==> src/rtl/cnt_pkg.sv <==
// Shared definitions for the cnt_timer_sched slice: FSM encoding, slice width
// and the round-robin one-hot pick used by the arbiter.
package cnt_pkg;

  localparam int unsigned SLICE_W = 4;

  typedef enum logic [1:0] {
    IDLE = 2'd0,
    LOAD = 2'd1,
    RUN  = 2'd2,
    DONE = 2'd3
  } state_t;

  // One-hot winner among the first n bits of req, searching from last+1 with wrap.
  function automatic logic [7:0] rr_pick(input logic [7:0] req,
                                         input logic [2:0] last,
                                         input int unsigned n);
    logic [7:0]  g;
    int unsigned j;
    g = '0;
    for (int unsigned i = 1; i <= n; i++) begin
      j = (32'(last) + i) % n;
      if (g == '0 && req[j[2:0]]) g[j[2:0]] = 1'b1;
    end
    return g;
  endfunction

endpackage

==> src/rtl/cnt_slice.sv <==
// 4-bit synchronous-load up-counter slice with CET/CEP enables and
// combinational terminal count for ripple cascading.
module cnt_slice
  import cnt_pkg::*;
(
  input  logic               CP,
  input  logic               MR,
  input  logic               CET,
  input  logic               CEP,
  input  logic               PE,
  input  logic [SLICE_W-1:0] P,
  output logic [SLICE_W-1:0] Q,
  output logic               TC
);

  always_ff @(posedge CP or posedge MR) begin
    if (MR)              Q <= '0;
    else if (PE)         Q <= P;
    else if (CET && CEP) Q <= Q + 1'b1;
  end

  assign TC = CET & (Q == '1);

endmodule

==> src/rtl/cnt_timer_sched.sv <==
// One-shot timer shared among NREQ requesters over a cascaded-slice counter.
// CNT_FIXED_PRIO_EN selects fixed-priority arbitration instead of round-robin.
module cnt_timer_sched
  import cnt_pkg::*;
#(
  parameter int unsigned NREQ = 4,
  parameter int unsigned W    = 8
) (
  input  logic              CP,
  input  logic              MR,
  input  logic [NREQ-1:0]   req,
  input  logic [NREQ*W-1:0] preset,
  output logic [NREQ-1:0]   gnt,
  output logic [NREQ-1:0]   done,
  output logic              busy,
  output logic [W-1:0]      cur_q
);

  localparam int unsigned NS = W / SLICE_W;
  localparam int unsigned IW = (NREQ > 1) ? $clog2(NREQ) : 1;

  state_t          state;
  logic [IW-1:0]   idx;
  logic [IW-1:0]   win_idx;
  logic [NREQ-1:0] win_oh;
  logic [W-1:0]    load_val;
  logic            tc_top;
  logic            abort;

`ifndef CNT_FIXED_PRIO_EN
  logic [IW-1:0] last;
  logic [7:0]    req8;
  logic [7:0]    pick8;

  always_comb begin
    req8    = 8'(req);
    pick8   = rr_pick(req8, 3'(last), NREQ);
    win_idx = '0;
    for (int unsigned k = 0; k < 8; k++)
      if (pick8[k]) win_idx = IW'(k);
  end

  always_ff @(posedge CP or posedge MR) begin
    if (MR)                         last <= IW'(NREQ - 1);
    else if (state == DONE || abort) last <= idx;
  end
`else
  always_comb begin
    logic found;
    found   = 1'b0;
    win_idx = '0;
    for (int unsigned k = 0; k < NREQ; k++) begin
      if (req[k] && !found) begin
        win_idx = IW'(k);
        found   = 1'b1;
      end
    end
  end
`endif

  always_comb begin
    win_oh          = '0;
    win_oh[win_idx] = 1'b1;
    load_val        = '0;
    for (int unsigned i = 0; i < NREQ; i++)
      if (IW'(i) == idx) load_val = preset[i*W +: W];
  end

  // Each slice's CET is the previous slice's TC; the top TC (all-ones while
  // in RUN) drops CEP everywhere so the counter never wraps.
  for (genvar s = 0; s < NS; s++) begin : g_slice
    logic cet;
    logic tc;
    if (s == 0) begin : g_first
      assign cet = (state == RUN);
    end else begin : g_next
      assign cet = g_slice[s-1].tc;
    end
    cnt_slice u_slice (
      .CP  (CP),
      .MR  (MR),
      .CET (cet),
      .CEP (~tc_top),
      .PE  (state == LOAD),
      .P   (load_val[s*SLICE_W +: SLICE_W]),
      .Q   (cur_q[s*SLICE_W +: SLICE_W]),
      .TC  (tc)
    );
  end

  assign tc_top = g_slice[NS-1].tc;
  assign abort  = (state == LOAD || state == RUN) && !req[idx];

  always_ff @(posedge CP or posedge MR) begin
    if (MR) begin
      state <= IDLE;
      idx   <= '0;
      gnt   <= '0;
    end else begin
      case (state)
        IDLE: if (|req) begin
          idx   <= win_idx;
          gnt   <= win_oh;
          state <= LOAD;
        end
        LOAD: begin
          if (abort) begin
            gnt   <= '0;
            state <= IDLE;
          end else begin
            state <= RUN;
          end
        end
        RUN: begin
          if (abort) begin
            gnt   <= '0;
            state <= IDLE;
          end else if (tc_top) begin
            state <= DONE;
          end
        end
        DONE: begin
          gnt   <= '0;
          state <= IDLE;
        end
        default: state <= IDLE;
      endcase
    end
  end

  assign done = (state == DONE) ? gnt : '0;
  assign busy = (state != IDLE);

endmodule

==> config.mk <==
export PLATFORM = sky130hd
export DESIGN_NAME = cnt_timer_sched
export DESIGN_NICKNAME = d
export VERILOG_FILES = /design/src/rtl/cnt_pkg.sv /design/src/rtl/cnt_slice.sv /design/src/rtl/cnt_timer_sched.sv
export SDC_FILE = /design/constraint.sdc
export NUM_CORES = 1
export LEC_CHECK = 0
export CORE_MARGIN = 1
export CORE_UTILIZATION = 55
export DETAILED_ROUTE_END_ITERATION = 10
export DONT_BUFFER_PORTS = 1
export PLACE_DENSITY = 0.73
export SETUP_SLACK_MARGIN = 0.3
export SYNTH_ARGS = -nofsm -noshare
export SYNTH_HDL_FRONTEND = slang
export SYNTH_SLANG_ARGS = --single-unit
==> constraint.sdc <==
create_clock -name CP -period 2.8 [get_ports CP]
set_clock_uncertainty 0.1 [all_clocks]
set_input_delay 0.42 -clock CP [delete_from_list [all_inputs] [get_ports CP]]
set_output_delay 0.42 -clock CP [all_outputs]
set_load 0.02 [all_outputs]
==> results.json <==
{
  "vias": 1268,
  "drive_above_1_share_pct": 25.9,
  "setup-tns-final_ns": 0,
  "critPathMaxStageDelay_ns": 0.58,
  "die_w_um": 55.5,
  "fmax_ghz": 0.380,
  "internal_power_uw": 1250,
  "ioPinCount": 55,
  "place_congestion": 0.792,
  "synth_flop_cell": "dfrtp_1",
  "p_sw_uw": 1150,
  "rsz0062_at_grt": "true",
  "clkTransAtPathRegs_ns": 0.11,
  "grt_pass1_wl_um": 5470,
  "fin_crit_sh_pct": 93.9,
  "wl_per_cell_um": 17.2,
  "yosysSeqAreaShare_pct": 28.8,
  "drt-initial-drc-count": 64,
  "p_leak_uw": 0.000729,
  "rrSetupSlack_ns": 0.17,
  "drc": 0,
  "critical_path_required_ns": 2.90,
  "dr.pass1.iters": 4,
  "start_kind": "flip-flop",
  "synth_area_mm2": 0.00157,
  "numCtsBuffers": 3,
  "irDropWorstVdd_mv": 0.901,
  "async_flop_share_pct": 100,
  "fillers": 210,
  "cp_max_fo": 7,
  "clock-sinks": 18,
  "yosys.area.top_type_share_pct": 25.5,
  "viasPerCell": 6.44,
  "worst_pin_slew_ns": 0.691,
  "clock_latency_ns": 0.30,
  "power_switching_share_pct": 47.9,
  "cap_violations": 0,
  "grt_pass1_vias": 1200,
  "wl_um": 3390,
  "critPathCaptureType": "flip-flop",
  "postSynthCellCount": 156,
  "grt_start_max_net_pins": 19,
  "cp.buffers_inverters": 1,
  "grt_use_total_pct": 22.7,
  "port_buffers": 0,
  "h-tree-depth": 1,
  "fin_util_pct": 64.0,
  "dieArea_mm2": 0.00308,
  "antenna_found_initial": 0,
  "holdBufCountCts": 0,
  "total_power_uw": 2390,
  "p_clk_share_pct": 6.8,
  "final_nets": 219,
  "ys_seq_elements": 18,
  "initial_utilization_pct": 57.5,
  "ant_nets": 0,
  "hold_viol": 0,
  "power_density_mw_per_mm2": 1370,
  "crit_path_top_delay_cell": "mux4_2",
  "overflow": 0,
  "drv_slew": 0,
  "core_mm2": 0.00273,
  "yosys.area.top_type": "dfrtp_1",
  "cts_buffer_depth": 2,
  "ys_warn_count": 0,
  "setup_viol": 0,
  "n_antenna_cell": 0,
  "syn_nets": 208,
  "pwr-share-comb_pct": 66.8,
  "syn_area_per_cell_um2": 10.1,
  "cts_tree": "built",
  "relSlewSlack_pct": 53.9,
  "die_h_um": 55.5,
  "critPathKind": "reg2reg",
  "row_count": 19,
  "path_cells": "inv_4 -> ha_4 -> mux4_2 -> and2_4 -> a311o_1 -> mux2i_4 -> nor2_4 -> a32o_1",
  "r2r_start": "last[1]",
  "r2r_end": "gnt[0]",
  "fin_crit_ns": 2.63,
  "ff2ff_path_depth": 8,
  "root_buffer": "clkbuf_4",
  "synth.distinct_cells": 43,
  "seq_power_share_pct": 26.3,
  "syn2layout_area_growth_pct": 11.4,
  "synth_area_leaders": "dfrtp_1 (25%), mux4_2 (17%), ha_1 (11%)",
  "arrival_ns": 2.73,
  "holdCritPathClass": "in2async",
  "critical-path-top-delay-family": "multiplexers",
  "outcome": "finished, final reports clean",
  "synth_edf_count": 0,
  "hpwl_um": 2630
}
[what timing repair did]
action                     4_1_cts  5_1_grt
gates cloned                     0        0
setup buffers                    6        0
setup endpoints to repair        5        6
gates resized for setup          3        2
[final cells by class]
type	instances	area (um2)	share of cell area (%)
multi-input combinational	125	1110	63.3
sequential	18	453	25.9
timing repair buffer	10	75.1	4.29
inverter	9	38.8	2.22
tap	31	38.8	2.22
clock buffer	4	36.3	2.07
[worst reg2reg max path, stage by stage (launching register included)]
cell and delay, ns:
dfstp_2 0.57, inv_4 0.05, ha_4 0.26, mux4_2 0.58
and2_4 0.19, a311o_1 0.30, mux2i_4 0.20, nor2_4 0.06
a32o_1 0.22
[registers in the layout (all words and copies together) (netlist names)]
signal             count
idx                    2
gnt                    4
state                  2
last                   2
g_slice.u_slice.Q      8
[power groups by stage]
stage	registers, uW	clock network (uW)	logic, uW
floorplan	596	0	1220
global placement	626	0	1420
detailed placement	632	0	1470
CTS	629	168	1560
global route	650	174	1750
finish	629	164	1600
[cells in the final DEF, fill, tap and decap left out, types with 2 or more instances in the layout]
cell type / count
inv_1: 6
nand2b_1: 4
o21ai_1: 10
mux4_2: 12
or3_1: 2
nor2_1: 10
inv_4: 2
o21ai_0: 3
nor3_1: 2
a22oi_1: 2
dfstp_2: 2
nor2b_1: 2
a31oi_1: 2
clkbuf_4: 3
ha_1: 13
mux2i_1: 2
dfrtp_1: 16
nand3_1: 5
nand2_1: 15
xor2_1: 2
and2_1: 5
nand4_1: 3
buf_4: 10
a21oi_1: 5
mux2_2: 2
a32o_1: 5
[Yosys cell counts, drive strengths merged (2+ instances only)]
cell type  number
a21oi           5
a22oi           2
a31oi           2
a32o            5
and2            6
buf             2
clkbuf          2
dfrtp          16
dfstp           2
ha             14
inv             9
mux2            2
mux2i           3
mux4           12
nand2          15
nand2b          4
nand3           5
nand4           3
nor2           11
nor2b           2
nor3            2
o211ai          3
o21ai          14
or3             2
xor2            2
[through the flow]
step / setup slack [ns] / std cells / area, um2 / hold slack (ns)
6_report: 0.170 / 197 / 1750 / 0.00118
5_1_grt: 0.106 / 197 / 1750 / 0.0423
4_1_cts: 0.179 / 197 / 1740 / 0.0270
3_5_place_dp: 0.141 / 187 / 1650 / 0.363
3_3_place_gp: 0.206 / 187 / 1650 / 0.350
2_1_floorplan: 0.145 / 156 / 1600 / 0.257
[logic make-up after synthesis]
| group | after synthesis | share of synthesized area (%) |
|---|---|---|
| compound gates | 37 | 16.3 |
| buf+inv | 13 | 3.18 |
| simple gates | 54 | 17.5 |
| flops | 18 | 28.8 |
| mux | 17 | 21.3 |
| xor+xnor | 3 | 1.67 |
| fa+ha+maj | 14 | 11.1 |
[worst max path at each step]
stage	start	to	slack (ns)	cells after the start
6_report	last[1]	gnt[0]	0.17	8
5_1_grt	last[0]	gnt[0]	0.11	8
4_1_cts	last[1]	gnt[0]	0.18	8
3_5_place_dp	last[0]	gnt[1]	0.14	8
3_3_place_gp	last[0]	gnt[1]	0.21	8
2_1_floorplan	last[0]	gnt[0]	0.15	8
[layer usage]
layer  up-vias  routed length [um]  GRT usage [%]
met3         2                 218           5.85
met1       608                1510           30.9
met5         -                   0              0
met4         0                  13           4.29
li1        610                   -              -
met2        48                1650           37.0
(Power assumes the default switching activity.)
